`config.mk`:
```
export PLATFORM = sky130hd
export DESIGN_NAME = fetch_realign
export DESIGN_NICKNAME = d
export VERILOG_FILES = /design/src/rtl/fetch_realign_pkg.sv /design/src/rtl/fetch_realign.sv
export SDC_FILE = /design/constraint.sdc
export NUM_CORES = 1
export LEC_CHECK = 0
export BUFFER_PORTS_ARGS = -buffer_cell sky130_fd_sc_hd__buf_2
export CAP_MARGIN = 30
export CORE_ASPECT_RATIO = 0.8
export CORE_MARGIN = 2
export CORE_UTILIZATION = 45
export CTS_CLUSTER_DIAMETER = 50
export CTS_CLUSTER_SIZE = 14
export DETAILED_ROUTE_END_ITERATION = 10
export HOLD_SLACK_MARGIN = 0.03
export PLACE_DENSITY = 0.74
export SYNTH_ARGS = -nofsm -noshare
export SYNTH_HDL_FRONTEND = slang
export SYNTH_SLANG_ARGS = --single-unit
export TNS_END_PERCENT = 10
```
`constraint.sdc`:
```
create_clock -name clk_i -period 9 [get_ports clk_i]
set_input_delay 0 -clock clk_i [delete_from_list [all_inputs] [get_ports clk_i]]
set_output_delay 0 -clock clk_i [all_outputs]
set_load 0.005 [all_outputs]
```
`src/rtl/fetch_realign_pkg.sv`:
```
// Shared fetch-side definitions: packet geometry, the parcel compression test,
// and the per-slot record handed to the instruction queue.
package fetch_realign_pkg;

    localparam int unsigned FETCH_WIDTH     = 32;
    localparam int unsigned INSTR_PER_FETCH = FETCH_WIDTH / 16;
    localparam int unsigned VLEN            = 39;

    typedef struct packed {
        logic [31:0]     instr;
        logic [VLEN-1:0] addr;
        logic            ex;
    } realign_slot_t;

    function automatic logic is_compressed(input logic [15:0] parcel);
        return parcel[1:0] != 2'b11;
    endfunction

endpackage

```
`src/rtl/fetch_realign.sv`:
```
// Re-aligns a fetch packet into per-parcel instruction slots, stitching a
// 32-bit instruction whose lower half ended the previous packet.
module fetch_realign #(
    parameter int unsigned FETCH_WIDTH = fetch_realign_pkg::FETCH_WIDTH,
    parameter int unsigned VLEN        = fetch_realign_pkg::VLEN
) (
    input  logic                                clk_i,
    input  logic                                rst_i,
    input  logic                                flush_i,
    input  logic                                valid_i,
    input  logic [VLEN-1:0]                     address_i,
    input  logic [FETCH_WIDTH-1:0]              data_i,
    input  logic                                exception_i,
    output logic [FETCH_WIDTH/16-1:0]           valid_o,
    output logic [(FETCH_WIDTH/16)*32-1:0]      instr_o,
    output logic [(FETCH_WIDTH/16)*VLEN-1:0]    addr_o,
    output logic [FETCH_WIDTH/16-1:0]           ex_o,
    output logic                                serving_unaligned_o
);
    import fetch_realign_pkg::*;

    localparam int P    = FETCH_WIDTH / 16;
    localparam int OFFW = $clog2(FETCH_WIDTH / 8);

    logic              unaligned_q, unaligned_d;
    logic [15:0]       unaligned_instr_q, unaligned_instr_d;
    logic [VLEN-1:0]   unaligned_addr_q, unaligned_addr_d;

    logic [OFFW-2:0]   off;
    logic [VLEN-1:0]   base;
    logic              stitch;
    logic              skip;
    logic [15:0]       parcel [P];

    assign off  = address_i[OFFW-1:1];
    assign base = {address_i[VLEN-1:OFFW], {OFFW{1'b0}}};

    // Only a packet that starts exactly where the held lower half left off may complete it.
    assign stitch = unaligned_q && valid_i && (off == '0)
                    && (base == unaligned_addr_q + VLEN'(2));

    assign serving_unaligned_o = unaligned_q;

    for (genvar g = 0; g < P; g++) begin : g_parcel
        assign parcel[g] = data_i[g*16 +: 16];
    end

    always_comb begin
        valid_o           = '0;
        ex_o              = '0;
        instr_o           = '0;
        addr_o            = '0;
        unaligned_d       = unaligned_q;
        unaligned_instr_d = unaligned_instr_q;
        unaligned_addr_d  = unaligned_addr_q;
        skip              = 1'b0;

        if (valid_i) begin
            unaligned_d = 1'b0;
            if (exception_i) begin
                if (stitch) begin
                    valid_o[0]         = 1'b1;
                    ex_o[0]            = 1'b1;
                    addr_o[VLEN-1:0]   = unaligned_addr_q;
                end else begin
                    valid_o[off]              = 1'b1;
                    ex_o[off]                 = 1'b1;
                    addr_o[off*VLEN +: VLEN]  = address_i;
                end
            end else begin
                if (stitch) begin
                    valid_o[0]       = 1'b1;
                    instr_o[31:0]    = {parcel[0], unaligned_instr_q};
                    addr_o[VLEN-1:0] = unaligned_addr_q;
                    skip             = 1'b1;
                end
                // skip marks a parcel already consumed as an upper half
                for (int p = 0; p < P; p++) begin
                    if (p < int'(off)) begin
                        skip = 1'b0;
                    end else if (skip) begin
                        skip = 1'b0;
                    end else if (is_compressed(parcel[p])) begin
                        valid_o[p]              = 1'b1;
                        instr_o[p*32 +: 32]     = {16'h0000, parcel[p]};
                        addr_o[p*VLEN +: VLEN]  = base + VLEN'(2 * p);
                    end else if (p + 1 < P) begin
                        valid_o[p]              = 1'b1;
                        instr_o[p*32 +: 32]     = {parcel[(p + 1) % P], parcel[p]};
                        addr_o[p*VLEN +: VLEN]  = base + VLEN'(2 * p);
                        skip                    = 1'b1;
                    end else begin
                        unaligned_d       = 1'b1;
                        unaligned_instr_d = parcel[p];
                        unaligned_addr_d  = base + VLEN'(2 * p);
                    end
                end
            end
        end

        if (flush_i) begin
            unaligned_d = 1'b0;
        end
    end

    always_ff @(posedge clk_i) begin
        if (rst_i) begin
            unaligned_q       <= 1'b0;
            unaligned_instr_q <= '0;
            unaligned_addr_q  <= '0;
        end else begin
            unaligned_q       <= unaligned_d;
            unaligned_instr_q <= unaligned_instr_d;
            unaligned_addr_q  <= unaligned_addr_d;
        end
    end

endmodule

```
## Word level (Yosys, flattened, before mapping)

Cells that the tools add are included.

| word-level totals | value |
|---|---|
| register bits | 56 |
| output and inout bits | 147 |
| logic and storage cells | 66 |

| cells by class | value |
|---|---|
| add/sub/neg operators | 3 |
| multipliers | 1 |
| $lt $le $gt $ge | 3 |
| equality and inequality tests | 3 |
| shift operators | 2 |
| mux-type cells | 40 |
| bitwise operators | 5 |
| reductions and logical operators | 6 |

Operators with widths:

| operator | number |
|---|---|
| 39-bit 2-to-1 mux | 7 |
| 78-bit 2-to-1 mux | 2 |
| 32-bit 2-to-1 mux | 4 |
| 39-bit by 2-bit adder with 39-bit output, second input constant | 2 |
| 78-bit bitwise AND | 1 |
| 39-bit by 34-bit variable shift with 78-bit output, first input constant | 1 |
| 39-bit by 34-bit indexed part select with 78-bit output | 1 |
| 64-bit 2-to-1 mux | 1 |
| 48-bit 2-to-1 mux | 1 |
| 39-bit == test | 1 |
| 7-bit negator with 34-bit output | 1 |
| 16-bit 2-to-1 mux | 2 |
| 1-bit 2-to-1 mux | 18 |
| 2-bit 2-to-1 mux | 4 |
| 1-bit by 6-bit multiplier with 7-bit output, second input constant | 1 |
| 1-bit logical AND | 4 |
| 2-bit inequality test, second input constant | 2 |
| 1-bit NOT | 4 |
| 4-bit AND reduction | 1 |
| 1-bit by 2-bit < comparator with 1-bit output, second input constant | 1 |
| 2-bit OR reduction | 1 |
| 1-bit demux with 1-bit select | 1 |
| 1-bit >= comparator, second input constant | 1 |
| 1-bit < comparator, first input constant | 1 |

## Depth between registers and ports, before layout

Gate-level depths: netlist of run 1.

| logic depth | value |
|---|---|
| depth after elaboration | 13 |
| mapped depth | 14 |
| mapped depth without buffers | 10 |

## Worst setup path before layout of run 1

OpenSTA, ideal clock, no wires.

| timing path | value |
|---|---|
| kind | register -> register |
| from | register unaligned_addr_q[4] |
| to | register unaligned_instr_q[10] |
| arrival | 3.275 ns |
| required time | 8.928 ns |
| slack | 5.654 ns |
| stages on the path, launching flop included | 14 |
| period minus slack after synthesis | 3.346 ns |
| path through | dfxtp_1 > nand3_2 > or4_1 > buf_2 > or3_4 > a2111oi_4 > nand4bb_1 > nor4_2 > nand3b_1 > buf_4 > a211oi_2 > buf_6 > buf_8 > mux2i_1 |

| between the ends | value |
|---|---|
| cells in the longest elaborated chain, start to end | 12 |

RTL lines:

| item | line | RTL |
|---|---|---|
| start, declared | fetch_realign.sv:27 | `logic [VLEN-1:0] unaligned_addr_q, unaligned_addr_d;` |
| start signal, assigned | fetch_realign.sv:114 | `unaligned_addr_q <= unaligned_addr_d;` |
| 39-bit by 2-bit adder with 39-bit output | fetch_realign.sv:40 | `&& (base == unaligned_addr_q + VLEN'(2));` |
| 39-bit == test | fetch_realign.sv:40 |  |
| 1-bit logical AND | fetch_realign.sv:40 |  |
| 1-bit 2-to-1 mux | fetch_realign.sv:71 | `if (stitch) begin` |
| 1-bit 2-to-1 mux | fetch_realign.sv:60 | `if (exception_i) begin` |
| 1-bit 2-to-1 mux | fetch_realign.sv:58 | `if (valid_i) begin` |
| 1-bit 2-to-1 mux | fetch_realign.sv:81 | `end else if (skip) begin` |
| 1-bit 2-to-1 mux | fetch_realign.sv:79 | `if (p < int'(off)) begin` |
| 1-bit 2-to-1 mux | fetch_realign.sv:60 |  |
| 1-bit 2-to-1 mux | fetch_realign.sv:58 |  |
| 1-bit NOT (no source line) | - |  |
| 4-bit AND reduction (no source line) | - |  |
| end signal, assigned | fetch_realign.sv:113 | `unaligned_instr_q <= unaligned_instr_d;` |
| end, declared | fetch_realign.sv:26 | `logic [15:0] unaligned_instr_q, unaligned_instr_d;` |

Every way passes these cells. The select of a mux whose other input is x is not followed.
A chain may end at the register's enable or synchronous reset.

## Final worst setup path of run 1

| timing path | value |
|---|---|
| from | register unaligned_addr_q[2] |
| to | output addr_o[44] |

| between the ends | value |
|---|---|
| cells in the longest elaborated chain, start to end | 13 |
| elaborated cells between the ends (all ways) | 14 |

RTL lines:

| item | line | RTL |
|---|---|---|
| 39-bit by 2-bit adder with 39-bit output * | fetch_realign.sv:40 |  |
| 39-bit == test * | fetch_realign.sv:40 |  |
| 1-bit logical AND * | fetch_realign.sv:40 |  |
| 1-bit 2-to-1 mux | fetch_realign.sv:71 |  |
| 1-bit 2-to-1 mux | fetch_realign.sv:60 |  |
| 1-bit 2-to-1 mux | fetch_realign.sv:58 |  |
| 1-bit 2-to-1 mux | fetch_realign.sv:81 |  |
| 1-bit 2-to-1 mux | fetch_realign.sv:79 |  |
| 1-bit 2-to-1 mux | fetch_realign.sv:60 |  |
| 1-bit 2-to-1 mux | fetch_realign.sv:58 |  |
| 39-bit 2-to-1 mux | fetch_realign.sv:81 |  |
| 78-bit 2-to-1 mux * | fetch_realign.sv:60 |  |
| 78-bit 2-to-1 mux * | fetch_realign.sv:58 |  |
| end, declared | fetch_realign.sv:16 | `output logic [(FETCH_WIDTH/16)*VLEN-1:0] addr_o,` |

Mark *: on every way between the ends. The rest lies on a longest branch, timed or not. The select of a mux whose other input is x is not followed.

==> results of run 1 <==
metrics by stage:
step           worst slack, ns   util  hold slack [ns]
2_1_floorplan             5.65      -           0.0422
3_3_place_gp              3.70  0.528            0.249
3_5_place_dp              4.42  0.530            0.254
4_1_cts                   4.19  0.581           0.0319
5_1_grt                   3.70  0.581           0.0494
6_report                  4.13  0.581           0.0357
area by class of cell:
class	count	area, um^2	share of cell area
repair buffers	261	1580	0.213
clock buffers	6	139	0.0187
well taps	175	219	0.0295
inverters	5	18.8	0.00253
multi-input cells	656	4330	0.583
clock inverters	2	35.0	0.00472
flip-flops and latches	55	1100	0.148
routing by layer:
| metal | part of all wire | GRT usage | vias to the layer above | wire [um] |
|---|---|---|---|---|
| li1 | - | - | 3071 | - |
| met3 | 0.060 | 0.0375 | 35 | 1050 |
| met5 | 0 | 0 | - | 0 |
| met4 | 0.020 | 0.0644 | 0 | 349 |
| met1 | 0.47 | 0.346 | 2906 | 8170 |
| met2 | 0.45 | 0.374 | 224 | 7810 |
flip-flops by register name, summed over array words and instances (netlist names):
name                 flops
serving_unaligned_o      1
unaligned_instr_q       16
unaligned_addr_q        38
worst paths after layout:
path / startpoint / endpoint / slack (ns) / cells after the start
max: unaligned_addr_q[2] / addr_o[44] / 4.13 / 13
min: address_i[26] / unaligned_addr_q[26] / 0.04 / 3
max reg2reg: unaligned_addr_q[2] / unaligned_addr_q[29] / 4.35 / 12
min reg2reg: unaligned_instr_q[7] / unaligned_instr_q[7] / 0.47 / 2
synthesized netlist by cell type (17+ instances only):
cell	n	share of area
and2_1	40	0.043
mux2i_1	56	0.096
buf_4	18	0.023
xnor2_1	30	0.045
nand3b_1	52	0.067
xor2_1	17	0.026
nand2b_1	105	0.11
and3_1	20	0.021
a21boi_0	29	0.037
nand4_1	24	0.026
a21oi_1	19	0.016
dfxtp_1	55	0.19
clkbuf_1	40	0.026
nand2_1	95	0.061
nand3_1	32	0.027
nor2_1	17	0.011
power by group through the flow:
stage          Sequential, uW  Combinational, uW  Clock [uW]
2_1_floorplan             258                102           0
3_3_place_gp              261                156           0
3_5_place_dp              261                159           0
4_1_cts                   255                175         234
5_1_grt                   256                195         242
6_report                  255                178         227
logic make-up after synthesis:
family	after synthesis
buf+inv	84
mux	59
fa+ha+maj	1
xor+xnor	47
flops	55
simple gates	442
other cells	1
compound gates	91
worst max-delay path, cell delays in order, from the launching register on:
cell and delay [ns]:
dfxtp_1 0.44, ha_1 0.33, nand3_1 0.19, nor4_2 0.74, nand2_1 0.15, a2111oi_0 0.46
o22ai_1 0.18, nor4_2 0.22, nand3b_1 0.18, buf_4 0.32, o21ai_2 0.67, buf_4 0.35
and2_1 0.17, buf_2 0.11
==> metrics.md, run 1 <==
| Metric | Value |
|---|---|
| Status | finished clean |
| TritonCTS buffer count | 5 |
| Comb power frac | 0.269 |
| DP Cell Count | 1105 |
| Adder-cell share of the synthesized area | 0.00214 |
| RSZ-0062 raised after global routing | no |
| Flop pwr share | 0.387 |
| P_sw | 183 uW |
| Final setup fails | 0 |
| Worst EP arrival | 4.87 ns |
| Clk pin slew, worst setup/hold paths | 0.07 ns |
| EDFF count, synth | 0 |
| First-pass DRT Iterations | 5 |
| Leakage | 0.00313 uW |
| Slew headroom | 0.388 |
| Fin crit period | 4.87 ns |
| Ports | 223 |
| Port Buf Inserts | 206 |
| Critical path fanouts, max | 46 |
| Final Cycle Share | 0.541 |
| Share of power burned in the clock network | 0.344 |
| Flops & latches, synth | 55 |
| CTS Sinks | 55 |
| Commonest non-fill, non-tap cell in the layout | buf_2 |
| All-Layer GR Usage | 0.241 |
| CTS tree | done |
| Worst Tran Pin Value | 0.918 ns |
| Int Pwr | 477 uW |
| Hold Crit Class | input pin to flip-flop |
| VDD IR max | 0.0000775 V |
| Number of nets in the layout | 1061 |
| Seq/Total Area, Yosys | 0.189 |
| Largest family of logic cells by synthesized area | simple AND/OR/NAND/NOR gates |
| Total congestion overflow | 0 |
| Floorplan row count | 37 |
| Tot Pwr | 660 uW |
| Mux contribution to synthesized area | 0.102 |
| Routed Antenna Nets | 0 |
| Root Buffer Master | clkbuf_16 |
| WP data required | 9.00 ns |
| Distinct cells, synth | 62 |
| Number of antenna diodes | 0 |
| Largest net degree at the start of global routing | 57 |
| MaxCap Viol Count | 0 |
| Most frequent cells in the layout | 206 x buf_2, 105 x nand2b_1, 95 x nand2_1, 56 x mux2i_1, 55 x dfxtp_1 |
| Startpoint types | flip-flop |
| Cell Area, Synth | 0.00584 mm^2 |
| Switching Fraction | 0.278 |
| DP HPWL | 12.2 mm |
| Synth-to-Final Area Change | 27.1% |
| YS warnings | 0 |
| Vias in the first global route | 5613 |
| Final setup TNS | 0 ns |
| Number of fill cells | 1219 |
| Layout cell share with drive strength beyond 1 | 0.243 |
| First-pass GRT wire length | 28.2 mm |
| Setup repair bufs after CTS | 0 |
| Kind of critical path | flip-flop to output port |
| Clk buf depth | 2 |
| Vias per Instance | 5.38 |
| Wire per inst | 15.0 um |
| Initial antenna violation count | 0 |
| Async S/R FF share, synth | 0 |
| Crit path capture type | output port |
| Core ar. | 0.0128 mm^2 |
| H-tree levels | 2 |
| PD cells | 89.0 mW/mm^2 |
| F_max | 0.205 GHz |
| Die X | 131 um |
| Post-Layout Inst Area | 0.00742 mm^2 |
| RePlAce Congestion | 0.893 |
| DRC viols | 0 |
| Synth Flop Type | dfxtp_1 |
| Skew-Pair Late Insertion Delay | 0.30 ns |
| Die footprint | 0.0139 mm^2 |
| Simple logic cell fraction of the synthesized area | 0.440 |
| Vias | 6236 |
| Synth Area per Inst | 7.48 um^2 |
| Hold Fails Final Rpt | 0 |
| Compound-gate portion of the synthesized area | 0.114 |
| Post_cts resized | 0 |
| Post-synthesis xor/xnor area fraction | 0.0705 |
| Die height | 106 um |
| Cell area after placement | 0.00678 mm^2 |
| DRT Wirelength | 17.4 mm |
| Post-Synthesis Cells | 780 |
| Clk_skew | 0.00876 ns |
| Count of final max-slew check failures | 0 |
| Hold-fix buffers, CTS | 47 |
| Initial core utilization | 0.457 |
| Fin cells | 1160 |
| Drt initial violations | 589 |
No activity file was read; power rests on OpenSTA's default activity.
==> inputs of run 2 (changes only) <==
clock period = 4.7 ns   (was 9 ns; I/O delays follow)
==> run 2 against run 1 <==
Worst hold slack worse by 0.0029 ns. Clock-buffer cell count is 1 higher. Clock skew is 0.0015 ns lower. Largest cell class unchanged.
==> metrics.md, run 2 (same netlist as run 1, synthesis figures left out) <==
| Metric | Value |
|---|---|
| Wire per inst | 15.4 um (+2.5%) |
| CTS tree | done |
| MaxCap Viol Count | 0 (unchanged) |
| Routed Antenna Nets | 0 (unchanged) |
| Core ar. | 0.0128 mm^2 (unchanged) |
| Number of nets in the layout | 1061 (unchanged) |
| TritonCTS buffer count | 5 (unchanged) |
| Kind of critical path | flip-flop to output port |
| Floorplan row count | 37 (unchanged) |
| Initial core utilization | 0.457 (unchanged) |
| FF-to-FF setup slack | 0.85 ns (-3.50 ns) |
| Clk_skew | 0.00728 ns (-0.00149 ns) |
| Flop pwr share | 0.408 (+0.021) |
| DP HPWL | 12.1 mm (-0.70%) |
| F_max | 0.239 GHz |
| Worst r2r path cells | 10 (-2) |
| Root Buffer Master | clkbuf_16 |
| Status | finished clean |
| Commonest non-fill, non-tap cell in the layout | buf_2 |
| Synth-to-Final Area Change | 26.9% |
| DRT Wirelength | 17.8 mm (+2.5%) |
| Ports | 223 (unchanged) |
| Tot Pwr | 1200 uW (+82%) |
| Die height | 106 um (unchanged) |
| Vias per Instance | 5.39 (+0.18%) |
| Initial antenna violation count | 0 (unchanged) |
| All-Layer GR Usage | 0.243 (+0.00247) |
| First-pass GRT wire length | 28.3 mm (+0.37%) |
| Die X | 131 um (unchanged) |
| Port Buf Inserts | 206 (unchanged) |
| Die footprint | 0.0139 mm^2 (unchanged) |
| Int Pwr | 846 uW (+77%) |
| Fin crit period | 4.19 ns |
| WP data required | 4.70 ns (-4.30 ns) |
| Startpoint types | flip-flop |
| Final Cycle Share | 0.891 |
| Worst EP arrival | 4.19 ns (-0.68 ns) |
| Skew-Pair Late Insertion Delay | 0.30 ns (about the same) |
| Clk buf depth | 2 (unchanged) |
| Share of power burned in the clock network | 0.308 (-0.036) |
| P_sw | 356 uW (+94%) |
| Critical path fanouts, max | 38 (-17%) |
| RePlAce Congestion | 0.899 (+0.69%) |
| Hold Crit Depth | 3 (unchanged) |
| PD cells | 162 mW/mm^2 (+82%) |
| DRC viols | 0 (unchanged) |
| Leakage | 0.00312 uW (-0.39%) |
| Vias | 6247 (+0.18%) |
| Clk pin slew, worst setup/hold paths | 0.07 ns (about the same) |
| RR Startpoint | unaligned_addr_q[4] |
| Comb power frac | 0.284 (+0.015) |
| CTS Sinks | 55 (unchanged) |
| Final setup fails | 0 (unchanged) |
| Vias in the first global route | 5527 (-1.5%) |
| Number of fill cells | 1206 (-1.1%) |
| Area occupied by registers | 0.00110 mm^2 (unchanged) |
| Hold Crit Class | input pin to flip-flop |
| Worst Tran Pin Value | 0.871 ns (-0.0469 ns) |
| RSZ-0062 raised after global routing | no |
| Number of antenna diodes | 0 (unchanged) |
| Slew headroom | 0.419 (+0.0313) |
| Post_cts resized | 0 (unchanged) |
| Final setup TNS | 0 ns (unchanged) |
| Most frequent cells in the layout | 206 x buf_2, 105 x nand2b_1, 95 x nand2_1, 56 x mux2i_1, 55 x dfxtp_1 |
| Drt initial violations | 653 (+11%) |
| Max reg flops | 38 (unchanged) |
| Total congestion overflow | 0 (unchanged) |
| Hold Crit Start | address_i[20] |
| Largest net degree at the start of global routing | 107 (+88%) |
| Count of final max-slew check failures | 0 (unchanged) |
| H-tree levels | 2 (unchanged) |
| Crit path capture type | output port |
| FF-to-FF End | unaligned_addr_q[9] |
| Area of the multi-input gates | 0.00433 mm^2 (unchanged) |
| VDD IR max | 0.000131 V (+69%) |
| Hold Fails Final Rpt | 0 (unchanged) |
| First-pass DRT Iterations | 7 (+2) |
| Switching Fraction | 0.296 (+0.0182) |
| Layout cell share with drive strength beyond 1 | 0.243 (unchanged) |
| Hold Path End | unaligned_addr_q[20] |
| Biggest register | unaligned_addr_q |
[run 2: cell count changes in the layout (fill, tap and decap cells not counted), sizes merged]
cell / previous run / this run
clkbuf: 6 / 7
dlygate4sd3: 47 / 45
buf: 214 / 216
bufinv: 1 / 0
[run 2: power groups by stage]
stage | Clock (uW) | Combinational (uW) | Sequential (uW)
CTS | 379 | 337 | 489
floorplan | 0 | 195 | 495
detailed placement | 0 | 307 | 500
global route | 394 | 373 | 491
finish | 370 | 342 | 490
global placement | 0 | 300 | 500
[run 2: worst max path at each step]
stage | start | to | slack, ns | cells after the start
2_1_floorplan | unaligned_addr_q[4] | unaligned_instr_q[10] | 1.35 | 13
3_3_place_gp | unaligned_addr_q[2] | addr_o[1] | 0.94 | 12
3_5_place_dp | unaligned_addr_q[4] | addr_o[35] | 0.86 | 11
4_1_cts | unaligned_addr_q[4] | addr_o[35] | 0.55 | 11
5_1_grt | unaligned_addr_q[14] | instr_o[38] | 0.18 | 11
6_report | unaligned_addr_q[4] | instr_o[6] | 0.51 | 11
[run 2: layer usage]
| metal | global-route usage | share of wire | vias up |
|---|---|---|---|
| li1 | - | - | 3080 |
| met1 | 0.343 | 0.47 | 2886 |
| met2 | 0.389 | 0.45 | 245 |
| met3 | 0.0418 | 0.064 | 36 |
| met4 | 0.0551 | 0.017 | 0 |
| met5 | 0 | 0 | - |
[run 2: what timing repair did]
action                    4_1_cts  5_1_grt
hold endpoints to repair       45        0
hold buffers                   45        0
buffers inserted                0        0
[run 2: critical path, stage by stage (launching register included)]
cell	delay, ns
dfxtp_1	0.46
nand3_2	0.16
or4_1	0.68
or3_4	0.45
a2111oi_4	0.35
nand4bb_1	0.16
nor4_2	0.28
and3b_2	0.66
buf_12	0.28
nand2_1	0.08
a21oi_1	0.16
buf_2	0.16
[run 2: area by class of cell]
class                      count  share of cell area
timing repair buffer         261               0.216
clock buffer                   7              0.0179
clock inverter                 1            0.000676
multi-input combinational    656               0.584
inverter                       5             0.00254
tap                          175              0.0296
sequential                    55               0.149
[run 2: per-stage QoR]
stage	cells	cell area, um^2	util	worst slack (ns)	hold WS [ns]
finish	1160	7400	0.579	0.514	0.0327
global route	1160	7400	0.579	0.185	0.0461
CTS	1160	7400	0.579	0.547	0.0304
detailed placement	1107	6820	0.533	0.863	0.254
global placement	1106	6790	0.531	0.941	0.254
floorplan	795	5890	-	1.35	0.0422
==> inputs of run 3 (changes only) <==
ABC_AREA = 1   (was default)
==> run 3 against run 2 <==
Non-clock buffer count shrank 44. Critical path depth grew 6. Critical endpoint is now addr_o[44]. Clock skew shrank 0.0039 ns. Clock-buffer cell count shrank 1. Largest power group unchanged. Global-route usage grew 2.5 points.
==> metrics.md, run 3 <==
| Metric | Value |
|---|---|
| Post-Synthesis Cells | 1092 (+40%) |
| Flops & latches, synth | 55 (unchanged) |
| Kind of critical path | flip-flop to output port |
| Top post-synthesis cells by count | 296 x nand2_1, 146 x nand3_1, 131 x nor2_1 |
| Flop pwr share | 0.391 (-0.017) |
| Layout cell share with drive strength beyond 1 | 0.204 (-0.0391) |
| Slowest CP cell | nand3_4 |
| Leakage | 0.00350 uW (+12%) |
| Worst Tran Pin Value | 1.01 ns (+0.136 ns) |
| Fin crit period | 4.02 ns (-0.171 ns) |
| Synth-to-Final Area Change | 20.4% |
| Synth Flop Type | dfxtp_1 |
| Routed Antenna Nets | 0 (unchanged) |
| Max stage delay on crit path | 0.59 ns (-0.09 ns) |
| Status | finished clean |
| Drt initial violations | 733 (+12%) |
| Final Cycle Share | 0.854 (-0.0365) |
| Setup repair bufs after CTS | 0 (unchanged) |
| Total congestion overflow | 0 (unchanged) |
| Yosys top cell by area | nand2_1 |
| Final setup TNS | 0 ns (unchanged) |
| Die footprint | 0.0139 mm^2 (+0.23%) |
| VDD IR max | 0.000129 V (-1.5%) |
| PnR worst setup slack | 0.685 ns (+0.171 ns) |
| Crit-path cells | ha_1 > nand2_1 > nor2_4 > nand2_2 > nor2_1 > nand3_1 > nand3_1 > nand2_1 > nor2_1 > nand3_1 > nor2_1 > nand3_2 > buf_4 > nand2_8 > nand3_4 > a21oi_1 > buf_2 |
| Distinct cells, synth | 33 (-47%) |
| H-tree levels | 2 (unchanged) |
| Pre-CTS setup slack | 0.855 ns (-0.00792 ns) |
| Number of antenna diodes | 0 (unchanged) |
| Critical path fanouts, max | 52 (+37%) |
| DRC viols | 0 (unchanged) |
| Vias | 7337 (+17%) |
| Vias in the first global route | 6099 (+10%) |
| Skew-Pair Late Insertion Delay | 0.30 ns (about the same) |
| All-Layer GR Usage | 0.269 (+0.0255) |
| Share of power burned in the clock network | 0.349 (+0.041) |
| Commonest non-fill, non-tap cell in the layout | nand2_1 |
| DP HPWL | 14.3 mm (+18%) |
| Count of final max-slew check failures | 0 (unchanged) |
| Root Buffer Master | clkbuf_16 |
| Hold Crit Class | input pin to flip-flop |
| Worst EP arrival | 4.02 ns (-0.17 ns) |
| WHS | 0.0469 ns (+0.0141 ns) |
| First-pass DRT Iterations | 5 (-2) |
| Hold Fails Final Rpt | 0 (unchanged) |
| WP data required | 4.70 ns (about the same) |
| Clk buf depth | 2 (unchanged) |
| DRT Wirelength | 19.6 mm (+10%) |
| Top-count cell post-synth | nand2_1 |
| Initial antenna violation count | 0 (unchanged) |
| Crit path capture type | output port |
| Clk_skew | 0.00333 ns (-0.00395 ns) |
| Die height | 106 um (+0.11%) |
| Post-Layout Inst Area | 0.00704 mm^2 (-4.9%) |
| Cell Area, Synth | 0.00585 mm^2 (+0.24%) |
| CTS tree | done |
| Cell area after placement | 0.00684 mm^2 (+0.37%) |
| Tot Pwr | 1280 uW (+6.5%) |
| EDFF count, synth | 0 (unchanged) |
| Comb power frac | 0.261 (-0.023) |
| Synth area leaders | nand2_1 19%, dfxtp_1 19%, nand3_1 12% |
| Synth Area per Inst | 5.36 um^2 (-28%) |
| Wire per inst | 13.8 um (-10%) |
| CTS Sinks | 55 (unchanged) |
| Die X | 131 um (+0.11%) |
| F_max | 0.249 GHz (+4.3%) |
| Port Buf Inserts | 206 (unchanged) |
| Slew headroom | 0.329 (-0.0906) |
| Startpoint types | flip-flop |
| Vias per Instance | 5.16 (-4.3%) |
| MaxCap Viol Count | 0 (unchanged) |
| Ports | 223 (unchanged) |
| Number of nets in the layout | 1324 (+25%) |
| Core ar. | 0.0128 mm^2 (unchanged) |
| Largest net degree at the start of global routing | 104 (-2.8%) |
| Floorplan row count | 37 (unchanged) |
| Max reg flops | 38 (unchanged) |
| Switching Fraction | 0.316 (+0.0204) |
| Final setup fails | 0 (unchanged) |
| PD cells | 182 mW/mm^2 (+12%) |
| Top-area cell type share of the netlist area | 0.190 (+0.00127) |
| RSZ-0062 raised after global routing | no |
| Clk pin slew, worst setup/hold paths | 0.07 ns (about the same) |
| Seq/Total Area, Yosys | 0.188 (-0.000444) |
| First-pass GRT wire length | 31.2 mm (+10%) |
| Async S/R FF share, synth | 0 (unchanged) |
| RePlAce Congestion | 0.979 (+8.9%) |
| YS warnings | 0 (unchanged) |
| P_sw | 405 uW (+14%) |
| Initial core utilization | 0.458 (+0.00108) |
| Int Pwr | 875 uW (+3.4%) |
| Biggest register | unaligned_addr_q |
| TritonCTS buffer count | 5 (unchanged) |
| Most frequent cells in the layout | 296 x nand2_1, 206 x buf_2, 146 x nand3_1, 130 x nor2_1, 121 x a21oi_1 |
[run 3: cell types whose count changed in the layout (fill, tap and decap cells not counted), moves of 29 or more]
cell | before | now
a21boi_0 | 29 | 0
a21oi_1 | 19 | 121
and2_1 | 40 | 2
dlygate4sd3_1 | 45 | 2
inv_1 | 5 | 111
mux2i_1 | 56 | 0
nand2_1 | 95 | 296
nand2b_1 | 105 | 0
nand3_1 | 32 | 146
nand3b_1 | 52 | 4
nor2_1 | 17 | 130
o21ai_0 | 5 | 68
[run 3: worst max-delay path, delay by kind of cell, from the launching register on]
family	cells	cell delay, ns
adders and majority gates	1	0.21
AOI/OAI and AO/OA	1	0.34
buffers and inverters	2	0.38
and+or+nand+nor	13	2.32
DFF	1	0.40
[run 3: kinds of logic (layout without fill, tap and decap cells)]
family,Yosys count,count (layout),synth area share
adders and majority gates,1,1,0.00214
buffers and inverters,199,340,0.148
other,1,16,0.000641
xor gates and xnor gates,22,22,0.0329
AOI/OAI and AO/OA,205,205,0.184
DFF,55,55,0.188
and+or+nand+nor,609,609,0.444
[run 3: per-stage QoR]
| step | util | instances |
|---|---|---|
| 3_5_place_dp | 0.535 | 1413 |
| 2_1_floorplan | - | 1107 |
| 6_report | 0.551 | 1423 |
| 3_3_place_gp | 0.533 | 1412 |
| 4_1_cts | 0.551 | 1423 |
| 5_1_grt | 0.551 | 1423 |
[run 3: cell type report]
| cell class | instances | area [um^2] |
|---|---|---|
| clock inverter | 2 | 35.0 |
| sequential | 55 | 1100 |
| tap | 175 | 219 |
| timing repair buffer | 217 | 1150 |
| multi-input combinational | 853 | 3970 |
| clock buffer | 6 | 139 |
| fill | 1382 | 5730 |
| inverter | 115 | 432 |
[run 3: worst paths after layout]
path / cells after the start / slack, ns / endpoint / from
max: 17 / 0.68 / addr_o[44] / unaligned_addr_q[2]
min reg2reg: 2 / 0.48 / unaligned_instr_q[0] / unaligned_instr_q[0]
min: 5 / 0.05 / unaligned_instr_q[6] / data_i[22]
max reg2reg: 17 / 1.28 / unaligned_instr_q[1] / unaligned_addr_q[2]
[run 3: timing repair]
item | 4_1_cts | 5_1_grt
endpoints found under the hold margin | 4 | 0
hold buffers | 2 | 0
endpoints found under the setup margin | 0 | 4
resized for setup | 0 | 1
[run 3: metal layers]
metal	vias to the layer above	track usage	share of wire	wire, um
met4	0	0.0606	0.014	268
li1	3774	-	-	-
met3	23	0.0424	0.080	1580
met2	301	0.404	0.43	8420
met5	-	0	0	0
met1	3239	0.402	0.48	9360
[run 3: power groups by stage]
stage	Combinational [uW]	Clock [uW]	Sequential [uW]
after floorplan	214	0	505
after global placement	325	0	510
after detailed placement	328	0	510
after CTS	330	452	499
after global routing	375	471	503
final	333	446	500
